$ cat config.mk
export PLATFORM = sky130hd
export DESIGN_NAME = ring_inject
export DESIGN_NICKNAME = d
export VERILOG_FILES = /design/src/rtl/ring_inject_pkg.sv /design/src/rtl/inject_fifo.sv /design/src/rtl/ring_inject.sv
export SDC_FILE = /design/constraint.sdc
export NUM_CORES = 1
export LEC_CHECK = 0
export ABC_CLOCK_PERIOD_IN_PS = 2800
export CAP_MARGIN = 5
export CORE_UTILIZATION = 45
export DETAILED_ROUTE_END_ITERATION = 8
export PLACE_DENSITY_LB_ADDON = 0.1
export SYNTH_ARGS = -nofsm -noshare
export SYNTH_HDL_FRONTEND = slang
export SYNTH_SLANG_ARGS = --single-unit
$ cat constraint.sdc
create_clock -name clk -period 2.8 [get_ports clk]
set_input_delay 0.42 -clock clk [delete_from_list [all_inputs] [get_ports clk]]
set_output_delay 0.42 -clock clk [all_outputs]
set_load 0.05 [all_outputs]
$ cat src/rtl/ring_inject_pkg.sv
// Shared network definitions for the ring injection path: packet layout,
// node/ID sizing and the head-of-line FSM state type.
package ring_inject_pkg;

  localparam int unsigned NUMNODES   = 16;
  localparam int unsigned ID_SIZE    = $clog2(NUMNODES);
  localparam int unsigned DATA_WIDTH = 16;

  typedef struct packed {
    logic [ID_SIZE-1:0]    src;
    logic [ID_SIZE-1:0]    dest;
    logic [DATA_WIDTH-1:0] data;
  } pkt_t;

  typedef enum logic [1:0] {
    IDLE,
    OFFER,
    STARVED
  } state_t;

endpackage

$ cat src/rtl/inject_fifo.sv
// In-order packet store for ring_inject: storage array, wrapping pointers,
// occupancy count and a combinational head read.
module inject_fifo
  import ring_inject_pkg::*;
#(
  parameter int unsigned DEPTH = 4
) (
  input  logic                   clk,
  input  logic                   rst,
  input  logic                   wr_en,
  input  pkt_t                   wr_data,
  input  logic                   rd_en,
  output pkt_t                   rd_data,
  output logic [$clog2(DEPTH):0] count
);

  localparam int unsigned AW = $clog2(DEPTH);

  pkt_t              mem_q [DEPTH];
  logic [AW-1:0]     wr_ptr_q;
  logic [AW-1:0]     rd_ptr_q;
  logic [AW:0]       count_q;

  // Storage write; contents need no reset because the head is masked when empty.
  always_ff @(posedge clk) begin
    if (wr_en) begin
      mem_q[wr_ptr_q] <= wr_data;
    end
  end

  // Pointer and occupancy update; pointers wrap naturally at DEPTH.
  always_ff @(posedge clk) begin
    if (rst) begin
      wr_ptr_q <= '0;
      rd_ptr_q <= '0;
      count_q  <= '0;
    end else begin
      if (wr_en) wr_ptr_q <= wr_ptr_q + AW'(1);
      if (rd_en) rd_ptr_q <= rd_ptr_q + AW'(1);
      if (wr_en && !rd_en) begin
        count_q <= count_q + (AW+1)'(1);
      end else if (rd_en && !wr_en) begin
        count_q <= count_q - (AW+1)'(1);
      end
    end
  end

  assign rd_data = mem_q[rd_ptr_q];
  assign count   = count_q;

endmodule

$ cat src/rtl/ring_inject.sv
// Per-node ring injection queue: stamps core requests with NODE_ID, buffers
// them in order, offers the head to the ring and flags head-of-line starvation.
// Optional statistics counters are built when RING_INJECT_STATS_EN is defined.
module ring_inject
  import ring_inject_pkg::*;
#(
  parameter int unsigned NODE_ID      = 0,
  parameter int unsigned DEPTH        = 4,
  parameter int unsigned STARVE_LIMIT = 16
) (
  input  logic                   clk,
  input  logic                   rst,
  input  logic                   core_valid,
  output logic                   core_ready,
  input  logic [ID_SIZE-1:0]     core_dest,
  input  logic [DATA_WIDTH-1:0]  core_data,
  output pkt_t                   pkt_out,
  output logic                   pkt_valid,
  input  logic                   ring_accept,
  output logic [$clog2(DEPTH):0] count,
  output logic                   starve,
  output logic [31:0]            sent_count,
  output logic [31:0]            stall_cycles
);

  localparam int unsigned CW = $clog2(DEPTH) + 1;
  localparam int unsigned WW = $clog2(STARVE_LIMIT + 1);

  logic          enq;
  logic          deq;
  pkt_t          wr_pkt;
  pkt_t          head;
  logic [CW-1:0] occ_next;
  state_t        state_q, state_d;
  logic [WW-1:0] wait_q, wait_d, wait_inc;

  assign core_ready = (count != CW'(DEPTH));
  assign pkt_valid  = (count != '0);
  assign enq        = core_valid && core_ready;
  assign deq        = pkt_valid && ring_accept;
  assign wr_pkt     = '{src: ID_SIZE'(NODE_ID), dest: core_dest, data: core_data};
  assign pkt_out    = pkt_valid ? head : '0;
  assign wait_inc   = wait_q + WW'(1);
  assign starve     = (state_q == STARVED);

  inject_fifo #(
    .DEPTH (DEPTH)
  ) u_fifo (
    .clk     (clk),
    .rst     (rst),
    .wr_en   (enq),
    .wr_data (wr_pkt),
    .rd_en   (deq),
    .rd_data (head),
    .count   (count)
  );

  // Occupancy after this edge, used to choose IDLE vs OFFER.
  always_comb begin
    occ_next = count;
    if (enq && !deq) begin
      occ_next = count + CW'(1);
    end else if (deq && !enq) begin
      occ_next = count - CW'(1);
    end
  end

  // Head FSM next-state and wait counter.
  always_comb begin
    state_d = state_q;
    wait_d  = wait_q;
    case (state_q)
      IDLE: begin
        wait_d = '0;
        if (occ_next != '0) state_d = OFFER;
      end
      OFFER: begin
        if (deq) begin
          wait_d  = '0;
          state_d = (occ_next == '0) ? IDLE : OFFER;
        end else begin
          wait_d = wait_inc;
          if (32'(wait_inc) >= STARVE_LIMIT) state_d = STARVED;
        end
      end
      STARVED: begin
        if (deq) begin
          wait_d  = '0;
          state_d = (occ_next == '0) ? IDLE : OFFER;
        end
      end
      default: begin
        state_d = IDLE;
        wait_d  = '0;
      end
    endcase
  end

  // Head FSM state register.
  always_ff @(posedge clk) begin
    if (rst) begin
      state_q <= IDLE;
      wait_q  <= '0;
    end else begin
      state_q <= state_d;
      wait_q  <= wait_d;
    end
  end

`ifdef RING_INJECT_STATS_EN
  logic [31:0] sent_q;
  logic [31:0] stall_q;

  // Saturating injection statistics.
  always_ff @(posedge clk) begin
    if (rst) begin
      sent_q  <= '0;
      stall_q <= '0;
    end else begin
      if (deq && sent_q != '1) sent_q <= sent_q + 32'd1;
      if (pkt_valid && !ring_accept && stall_q != '1) stall_q <= stall_q + 32'd1;
    end
  end

  assign sent_count   = sent_q;
  assign stall_cycles = stall_q;
`else
  assign sent_count   = '0;
  assign stall_cycles = '0;
`endif

endmodule
==> results of run 1 <==
final timing paths:
kind | from | end | slack (ns) | depth (start not counted)
worst max-delay path | u_fifo.count[1]$_SDFF_PP0_ | pkt_out[18] | 0.23 | 6
worst min-delay path | wait_q[4]$_SDFFE_PP0P_ | wait_q[4]$_SDFFE_PP0P_ | 0.48 | 2
worst max register to register | u_fifo.count[1]$_SDFF_PP0_ | state_q[0]$_SDFFE_PP0P_ | 0.61 | 7
worst min register to register | wait_q[4]$_SDFFE_PP0P_ | wait_q[4]$_SDFFE_PP0P_ | 0.48 | 2
final cells by class:
cell class,count,area (sq um)
fillers,752,4120
flip-flops and latches,96,2720
multi-input cells,185,1390
repair buffers,56,793
well taps,129,161
clock buffers,10,128
clock inverters,6,68.8
inverters,7,26.3
cell usage after synthesis (4+ instances only):
cell and n:
nand2_1 5, and2_1 25, nor2_1 15, dfxtp_1 16, ha_1 8, a21oi_1 4, buf_4 69, xnor2_1 4
edfxtp_1 80, inv_1 6, a22oi_1 4, mux4_2 20, clkbuf_1 5
power by group:
group	switching (W)	internal, W	total, W
logic	0.00159	0.00121	0.00280
clock network	0.000476	0.000418	0.000894
registers	0.000112	0.00171	0.00182
total	0.00218	0.00334	0.00552
per-stage QoR:
step | hold slack [ns] | instance area (sq um)
3_3_place_gp | 0.459 | 5090
4_1_cts | 0.481 | 5290
5_1_grt | 0.502 | 5290
2_1_floorplan | 0.449 | 4720
3_5_place_dp | 0.465 | 5090
6_report | 0.480 | 5290
routing by layer:
| layer | track usage (%) | up-vias | share of wire, % |
|---|---|---|---|
| met5 | 0 | - | 0 |
| met4 | 7.02 | 0 | 1.9 |
| met3 | 2.83 | 11 | 4.6 |
| met2 | 22.1 | 95 | 47 |
| met1 | 19.3 | 1096 | 46 |
| li1 | - | 1051 | - |
worst reg2reg max path, delay by kind of cell (launching register included):
kind | cells | cell delay [ns]
compound gates | 2 | 0.51
flops | 1 | 0.47
buf+inv | 2 | 0.44
fa+ha+maj | 1 | 0.30
simple gates | 2 | 0.40
timing repair:
item                                    in CTS  in global routing
endpoints found under the setup margin       0                  1
endpoints found under the hold margin        0                  0
setup buffers                                0                  0
resized for setup                            0                  1
registers in the layout (all words and copies together), names as in the netlist, named ones only:
signal,count
u_fifo.mem_q,80
u_fifo.rd_ptr_q,2
u_fifo.wr_ptr_q,2
u_fifo.count,3
wait_q,5
state_q,2
cell families (layout without fill, tap and decap cells):
logic type / after synthesis / after routing / share of synthesized area (%)
adder cells (fa/ha/maj): 8 / 8 / 2.24
other: 1 / 68 / 0.0840
flip-flops: 96 / 96 / 61.0
multiplexers: 22 / 22 / 10.5
AND/OR/NAND/NOR: 62 / 62 / 7.87
buffers and inverters: 87 / 79 / 13.5
AO/OA/AOI/OAI: 18 / 18 / 3.42
XOR/XNOR: 7 / 7 / 1.37
==> reports/qor.txt, run 1 <==
Count of inserted antenna diode cells -> 0
Total global routing track utilization -> 14.3%
Fin cells -> 489
Proportion of layout cells with a drive suffix above 1 -> 19.4%
Cell Chain, Critical Path -> inv_1, ha_1, nor2b_4, inv_2, and2_1, buf_12
Synth unique cells -> 38
Clock transition at the registers of the reported paths -> 0.09 ns
Post-layout util -> 56.2%
Buffers from clock root to sink, at most -> 2
Total detailed-routing wirelength -> 6.97 mm
Synth Cell Area -> 4470 sq um
PwrDens -> 1040 nW/um^2
Critical path class -> register to output pin
Synth area leaders -> edfxtp_1, buf_4, mux4_2, dfxtp_1, and2_1
Max capacitance violation total -> 0
Final weighted congestion of routability-driven global placement -> 0.839
Mean instance size in the synthesized netlist -> 14.8 sq um
Post-detailed-placement half-perimeter wirelength -> 4.55 mm
Critical path data required time -> 2.38 ns
TritonCTS clock tree -> yes
Iteration count of the initial detailed-routing pass -> 4
Largest net degree at the start of global routing -> 25
Total of buffers placed on input and output ports -> 49
Setup_tns -> 0 ns
Most used cells in the layout excluding fill and tap cells -> edfxtp_1, conb_1, clkdlybuf4s50_1
CTS H-Tree Depth -> 3
Clock latency at the later pin of the worst-skew pair -> 0.36 ns
Syn-to-layout area delta -> 18.5%
Quantity of hold-fixing buffers added after cts -> 0
Via count of the first global-routing pass -> 2061
Core Region -> 9420 sq um
Fin. max-slew vios -> 0
EDFF count, synth -> 80
Critical-path top delay cell -> dfxtp_1
Library cell used as clock root buffer -> clkbuf_8
Number of failing setup endpoints in the final timing report -> 0
Total clock buffers created by CTS -> 9
Row cnt -> 35
Final net count -> 387
Highest clock rate -> 389 MHz
Top-area cell type share of the netlist area -> 53.8%
CP Capture Type -> output pin
Final worst clock skew -> 0.00783 ns
Die height -> 102 um
Setup repair after global routing missed its margin -> no
Die Span X -> 102 um
Portion of the post-synthesis area used by sequential elements -> 61.0%
Relative slew slack -> 66.6%
Post-synth top flop -> edfxtp_1
Setup slack after placement -> 0.477 ns
Effective utilization at floorplan -> 47.4%
Leading cell type in the layout, fill and taps excluded -> edfxtp_1
Bufs and invs on worst path -> 3
Synth warn -> 0
Flip-flop and latch count after synthesis -> 96
Wire length per cell after detailed routing -> 14.3 um
Design Power -> 0.00552 W
Post-layout min period -> 2.57 ns
Class of the tightest hold or removal check -> register to register
Count of pins on the block boundary -> 118
VDD IR max -> 797 uV
Total placed cells including tap cells -> 473
Leakage power of the design -> 1.91 nW
Startpoint kind of the worst setup timing path -> register
Clock sink count -> 96
CP top delay family -> buffers and inverters
Iteration-0 DRC count of the detailed router -> 83
Remaining DRCs -> 0
Crit-path max FO -> 24
Die area -> 10300 sq um
Arrival time at the worst endpoint -> 2.15 ns
Endpoints failing hold -> 0
Ys async rst share -> 0%
Avg Vias per Cell -> 4.61
Number of standard cells after synthesis -> 301
Worst slew pin tran -> 0.501 ns
Min setup slack post-route -> 0.229 ns
Vias after detailed routing -> 2253
Remaining antenna violation count after routing -> 0
Leftover overflow at the end of global routing -> 0
Final period util -> 91.8%
Library cell with the largest summed area after synthesis -> edfxtp_1
Maximum single-stage delay on the critical path -> 0.47 ns
Number of antenna violations at the first check in global routing -> 0
First-pass GRT wire length -> 10.6 mm
Status -> finished clean
No activity file was read; power rests on OpenSTA's default activity.
==> run 2, diff against run 1 <==
--- a/config.mk
+++ b/config.mk
@@ -7,7 +7,7 @@
 export LEC_CHECK = 0
 export ABC_CLOCK_PERIOD_IN_PS = 2800
 export CAP_MARGIN = 5
-export CORE_UTILIZATION = 45
+export CORE_UTILIZATION = 49
 export DETAILED_ROUTE_END_ITERATION = 8
 export PLACE_DENSITY_LB_ADDON = 0.1
 export SYNTH_ARGS = -nofsm -noshare
==> reports/qor.txt, run 2 (synthesized netlist as in run 1, its figures left out) <==
Core Region -> 8760 sq um (-6.9%)
Count of inserted antenna diode cells -> 0 (unchanged)
Post-detailed-placement half-perimeter wirelength -> 4.47 mm (-1.8%)
Relative slew slack -> 66.5% (about the same)
Buffers from clock root to sink, at most -> 2 (unchanged)
Largest net degree at the start of global routing -> 25 (unchanged)
TritonCTS clock tree -> yes
Multi-input combinational cell area -> 1390 sq um (unchanged)
Critical Path Source -> u_fifo.count[1]$_SDFF_PP0_
Wire length per cell after detailed routing -> 14.6 um (+2.3%)
Arrival time at the worst endpoint -> 2.14 ns (about the same)
Clock transition at the registers of the reported paths -> 0.09 ns (about the same)
First-pass GRT wire length -> 11.0 mm (+3.1%)
Setup_tns -> 0 ns (unchanged)
Proportion of layout cells with a drive suffix above 1 -> 19.7% (+0.22 points)
Total global routing track utilization -> 15.3% (+1.1 points)
Leftover overflow at the end of global routing -> 0 (unchanged)
Iteration count of the initial detailed-routing pass -> 4 (unchanged)
Final period util -> 91.3% (-0.57 points)
Total net switching power -> 0.00209 W (-4.3%)
Crit-path max FO -> 24 (unchanged)
Syn-to-layout area delta -> 11.4%
VDD IR max -> 715 uV (-10%)
Vias after detailed routing -> 2244 (-0.40%)
CTS H-Tree Depth -> 3 (unchanged)
Register bank with the most flops -> u_fifo.mem_q
Internal power of the cells -> 0.00289 W (-13%)
Number of antenna violations at the first check in global routing -> 0 (unchanged)
Leakage power of the design -> 1.84 nW (-3.8%)
Max capacitance violation total -> 0 (unchanged)
Remaining antenna violation count after routing -> 0 (unchanged)
Avg Vias per Cell -> 4.78 (+3.8%)
Clock network fraction of design power -> 18.1% (+1.9 points)
Total clock buffers created by CTS -> 9 (unchanged)
Count of pins on the block boundary -> 118 (unchanged)
Flip-flop count of the largest register after layout -> 80 (unchanged)
Library cell used as clock root buffer -> clkbuf_8
Number of failing setup endpoints in the final timing report -> 0 (unchanged)
Critical path data required time -> 2.38 ns (about the same)
Highest clock rate -> 391 MHz (+0.62%)
Most used cells in the layout excluding fill and tap cells -> edfxtp_1, conb_1, buf_4
Status -> finished clean
Sw Share -> 42.0% (+2.4 points)
Die height -> 97.5 um (-4.1%)
Total of buffers placed on input and output ports -> 49 (unchanged)
Iteration-0 DRC count of the detailed router -> 70 (-16%)
CP Capture Type -> output pin
Via count of the first global-routing pass -> 2144 (+4.0%)
Fin. max-slew vios -> 0 (unchanged)
Min setup slack post-route -> 0.244 ns (+0.0159 ns)
Total area of sequential cells -> 2720 sq um (about the same)
Leading cell type in the layout, fill and taps excluded -> edfxtp_1
Power share of the sequential group -> 35.7% (+2.7 points)
PwrDens -> 1000 nW/um^2 (-4.1%)
Relative contribution of combinational cells to total power -> 46.1% (-4.7 points)
Die Span X -> 97.5 um (-4.1%)
Startpoint kind of the worst setup timing path -> register
Final net count -> 388 (+0.26%)
Total detailed-routing wirelength -> 6.84 mm (-1.9%)
Class of the tightest hold or removal check -> register to register
Critical path class -> register to output pin
Remaining DRCs -> 0 (unchanged)
Clock latency at the later pin of the worst-skew pair -> 0.35 ns (about the same)
Endpoints failing hold -> 0 (unchanged)
Setup repair after global routing missed its margin -> no
Post-layout min period -> 2.56 ns (-0.0159 ns)
Worst Min Path Start -> wait_q[4]$_SDFFE_PP0P_
Quantity of hold-fixing buffers added after cts -> 0 (unchanged)
Launch instance of the worst register-to-register path -> u_fifo.count[1]$_SDFF_PP0_
Effective utilization at floorplan -> 51.0% (+3.5 points)
Setup slack after placement -> 0.482 ns (+0.00493 ns)
Die area -> 9500 sq um (-8.0%)
Row cnt -> 34 (-2.9%)
Fill count -> 698 (-7.2%)
Worst slew pin tran -> 0.501 ns (+0.0000404 ns)
Final weighted congestion of routability-driven global placement -> 0.744 (-11%)
Reg2Reg Setup Slack -> 0.63 ns (+0.02 ns)
Clock sink count -> 96 (unchanged)
Final worst clock skew -> 0.00457 ns (-0.00327 ns)
==> run 2: cell type report <==
type                            count  area share, %
Clock buffer                        9           2.49
Clock inverter                      7           1.56
Inverter                            7          0.528
Multi-Input combinational cell    185           28.0
Sequential cell                    96           54.7
Tap cell                          108           2.71
Timing Repair Buffer               57           10.1
==> run 2: power by group through the flow <==
stage	Combinational [W]	Clock (W)	Sequential (W)
final	0.00230	0.000902	0.00178
after global routing	0.00244	0.000985	0.00180
after CTS	0.00233	0.000927	0.00178
after detailed placement	0.00232	0	0.00181
after global placement	0.00231	0	0.00181
after floorplan	0.00180	0	0.00185
==> run 2: path summary, 6_finish.rpt <==
| kind | to | cells after the start |
|---|---|---|
| hold reg to reg | wait_q[4]$_SDFFE_PP0P_ | 2 |
| setup / recovery | pkt_out[9] | 6 |
| hold / removal | wait_q[4]$_SDFFE_PP0P_ | 2 |
| setup reg to reg | state_q[0]$_SDFFE_PP0P_ | 7 |
==> run 2: worst max-delay path, cell delays in order (launching register included) <==
cell     delay (ns)
dfxtp_1        0.47
inv_1          0.12
ha_1           0.29
nor2b_4        0.17
inv_2          0.32
and2_1         0.20
buf_4          0.19
==> run 2: routing by layer <==
metal | up-vias | track usage [%] | part of all wire, %
li1 | 1054 | - | -
met1 | 1077 | 20.4 | 45
met2 | 100 | 24.4 | 48
met3 | 13 | 2.88 | 5.1
met4 | 0 | 7.47 | 2.2
met5 | - | 0 | 0
==> run 2: per-stage QoR <==
| stage | cell area [sq um] | utilization (%) | hold slack, ns | total power, W | instances |
|---|---|---|---|---|---|
| floorplan | 4720 | - | 0.449 | 0.00365 | 368 |
| global placement | 4770 | 54.5 | 0.458 | 0.00412 | 453 |
| detailed placement | 4770 | 54.5 | 0.465 | 0.00413 | 453 |
| CTS | 4970 | 56.8 | 0.479 | 0.00503 | 469 |
| global route | 4980 | 56.8 | 0.507 | 0.00522 | 469 |
| finish | 4980 | 56.8 | 0.480 | 0.00498 | 469 |
==> run 2: repair_timing <==
item                                    in CTS  in global routing
buffers inserted                             0                  0
endpoints found under the setup margin       0                  1
gates resized for setup                      0                  1
==> run 3, diff against run 2 <==
--- a/config.mk
+++ b/config.mk
@@ -7,6 +7,7 @@
 export LEC_CHECK = 0
 export ABC_CLOCK_PERIOD_IN_PS = 2800
 export CAP_MARGIN = 5
+export CORE_MARGIN = 5
 export CORE_UTILIZATION = 49
 export DETAILED_ROUTE_END_ITERATION = 8
 export PLACE_DENSITY_LB_ADDON = 0.1
==> reports/qor.txt, run 3 (synthesized netlist as in run 1, its figures left out) <==
TritonCTS clock tree -> yes
Fin area -> 4980 sq um (about the same)
First-pass GRT wire length -> 11.1 mm (+1.0%)
Count of pins on the block boundary -> 118 (unchanged)
Iteration-0 DRC count of the detailed router -> 73 (+4.3%)
Die height -> 105 um (+8.2%)
Relative contribution of combinational cells to total power -> 46.1% (about the same)
Setup_tns -> 0 ns (unchanged)
Placed cell area -> 4770 sq um (unchanged)
Die Span X -> 105 um (+8.2%)
Highest clock rate -> 392 MHz (+0.12%)
Endpoints failing hold -> 0 (unchanged)
Cell Chain, Critical Path -> inv_1, ha_1, nor2b_4, inv_2, and2_1, buf_4
CTS H-Tree Depth -> 3 (unchanged)
Clock latency at the later pin of the worst-skew pair -> 0.35 ns (about the same)
Total net switching power -> 0.00208 W (-0.47%)
Core Region -> 8810 sq um (+0.49%)
Worst slew pin tran -> 0.506 ns (+0.00504 ns)
CP Capture Type -> output pin
Leftover overflow at the end of global routing -> 0 (unchanged)
Remaining DRCs -> 0 (unchanged)
Final worst clock skew -> 0.0105 ns (+0.00590 ns)
Setup bufs post-CTS -> 0 (unchanged)
Bufs and invs on worst path -> 3 (unchanged)
CP top delay family -> buffers and inverters
Buffers from clock root to sink, at most -> 2 (unchanged)
Via count of the first global-routing pass -> 2173 (+1.4%)
Total clock buffers created by CTS -> 9 (unchanged)
Number of antenna violations at the first check in global routing -> 0 (unchanged)
Clock transition at the registers of the reported paths -> 0.09 ns (about the same)
Number of instances resized during post-cts repair -> 0 (unchanged)
Power share of the sequential group -> 35.8% (about the same)
Proportion of layout cells with a drive suffix above 1 -> 19.7% (unchanged)
Arrival time at the worst endpoint -> 2.13 ns (about the same)
VDD IR max -> 443 uV (-38%)
Critical path class -> register to output pin
Setup repair after global routing missed its margin -> no
Status -> finished clean
Flip-flop count of the largest register after layout -> 80 (unchanged)
Startpoint kind of the worst setup timing path -> register
Design Power -> 0.00497 W (-0.14%)
Row cnt -> 34 (unchanged)
Vias after detailed routing -> 2285 (+1.8%)
Hold_ws -> 0.477 ns (-0.00322 ns)
Avg Vias per Cell -> 4.87 (+1.8%)
Total global routing track utilization -> 12.9% (-2.5 points)
Relative slew slack -> 66.2% (-0.34 points)
Class of the tightest hold or removal check -> register to register
Syn-to-layout area delta -> 11.4% (about the same)
Total placed cells including tap cells -> 453 (unchanged)
Quantity of hold-fixing buffers added after cts -> 0 (unchanged)
Wire length per cell after detailed routing -> 15.2 um (+4.4%)
Final weighted congestion of routability-driven global placement -> 0.790 (+6.2%)
Crit-path max FO -> 24 (unchanged)
Fin. max-slew vios -> 0 (unchanged)
Library cell used as clock root buffer -> clkbuf_8
Clock network fraction of design power -> 18.1% (about the same)
Max capacitance violation total -> 0 (unchanged)
Post-layout min period -> 2.55 ns (-0.00315 ns)
Final net count -> 388 (unchanged)
Die area -> 11100 sq um (+17%)
Critical-path top delay cell -> dfxtp_1
Largest net degree at the start of global routing -> 25 (unchanged)
Critical path data required time -> 2.38 ns (about the same)
Total detailed-routing wirelength -> 7.14 mm (+4.4%)
PwrDens -> 999 nW/um^2 (-0.11%)
Remaining antenna violation count after routing -> 0 (unchanged)
Fin cells -> 469 (unchanged)
Leakage power of the design -> 1.84 nW (+0.14%)
Register bank with the most flops -> u_fifo.mem_q
Effective utilization at floorplan -> 50.7% (-0.25 points)
Count of inserted antenna diode cells -> 0 (unchanged)
Fill count -> 709 (+1.6%)
Sw Share -> 41.8% (-0.14 points)
Clock sink count -> 96 (unchanged)
Post-detailed-placement half-perimeter wirelength -> 4.81 mm (+7.6%)
Total of buffers placed on input and output ports -> 49 (unchanged)
Leading cell type in the layout, fill and taps excluded -> edfxtp_1
Final period util -> 91.2% (-0.11 points)
Most used cells in the layout excluding fill and tap cells -> edfxtp_1, conb_1, buf_4
Number of failing setup endpoints in the final timing report -> 0 (unchanged)
Internal power of the cells -> 0.00289 W (about the same)
Iteration count of the initial detailed-routing pass -> 4 (unchanged)
Maximum single-stage delay on the critical path -> 0.47 ns (about the same)
## run 3: cell types whose count changed in the layout (fill, tap and decap cells not counted)
cell        delta
inv_6          +2
clkbuf_1       +1
clkinv_1       -1
clkinvlp_4     -1
inv_8          -1
## run 3: per-layer routing
| metal | vias to the layer above | part of all wire [%] | GRT usage (%) |
|---|---|---|---|
| met5 | - | 0 | 0 |
| met4 | 0 | 1.6 | 4.59 |
| met3 | 7 | 7.5 | 3.48 |
| met2 | 98 | 48 | 21.1 |
| met1 | 1121 | 43 | 16.5 |
| li1 | 1059 | - | - |
## run 3: power by group through the flow
stage	Combinational, W	Sequential, W	Clock, W
global route	0.00244	0.00180	0.000984
global placement	0.00231	0.00181	0
CTS	0.00232	0.00178	0.000926
floorplan	0.00180	0.00185	0
detailed placement	0.00232	0.00181	0
finish	0.00229	0.00178	0.000898
## run 3: final timing paths
path	from	endpoint	slack [ns]	cells past startpoint
worst max-delay path	u_fifo.count[1]$_SDFF_PP0_	pkt_out[0]	0.25	6
worst min-delay path	wait_q[4]$_SDFFE_PP0P_	wait_q[4]$_SDFFE_PP0P_	0.48	2
worst max register to register	u_fifo.count[1]$_SDFF_PP0_	state_q[0]$_SDFFE_PP0P_	0.62	7
worst min register to register	wait_q[4]$_SDFFE_PP0P_	wait_q[4]$_SDFFE_PP0P_	0.48	2
## run 3: metrics by stage
step,utilization (%),setup slack [ns]
6_report,56.5,0.248
3_5_place_dp,54.2,0.480
5_1_grt,56.5,0.0520
3_3_place_gp,54.2,0.520
4_1_cts,56.5,0.0878
2_1_floorplan,-,0.154
## run 3: layout make-up
cell class	instances	area, sq um	share of cell area [%]
clock buffer	10	128	2.56
tap	108	135	2.72
sequential	96	2720	54.7
inverter	7	26.3	0.528
timing repair buffer	57	500	10.1
multi-input combinational	185	1390	28.0
clock inverter	6	72.6	1.46
## run 3: worst register-to-register path, delay by kind of cell (launching register included)
kind	cells	cell delay (ns)
AOI/OAI and AO/OA	2	0.51
adders and majority gates	1	0.30
buffers and inverters	2	0.44
DFF	1	0.47
and+or+nand+nor	2	0.41
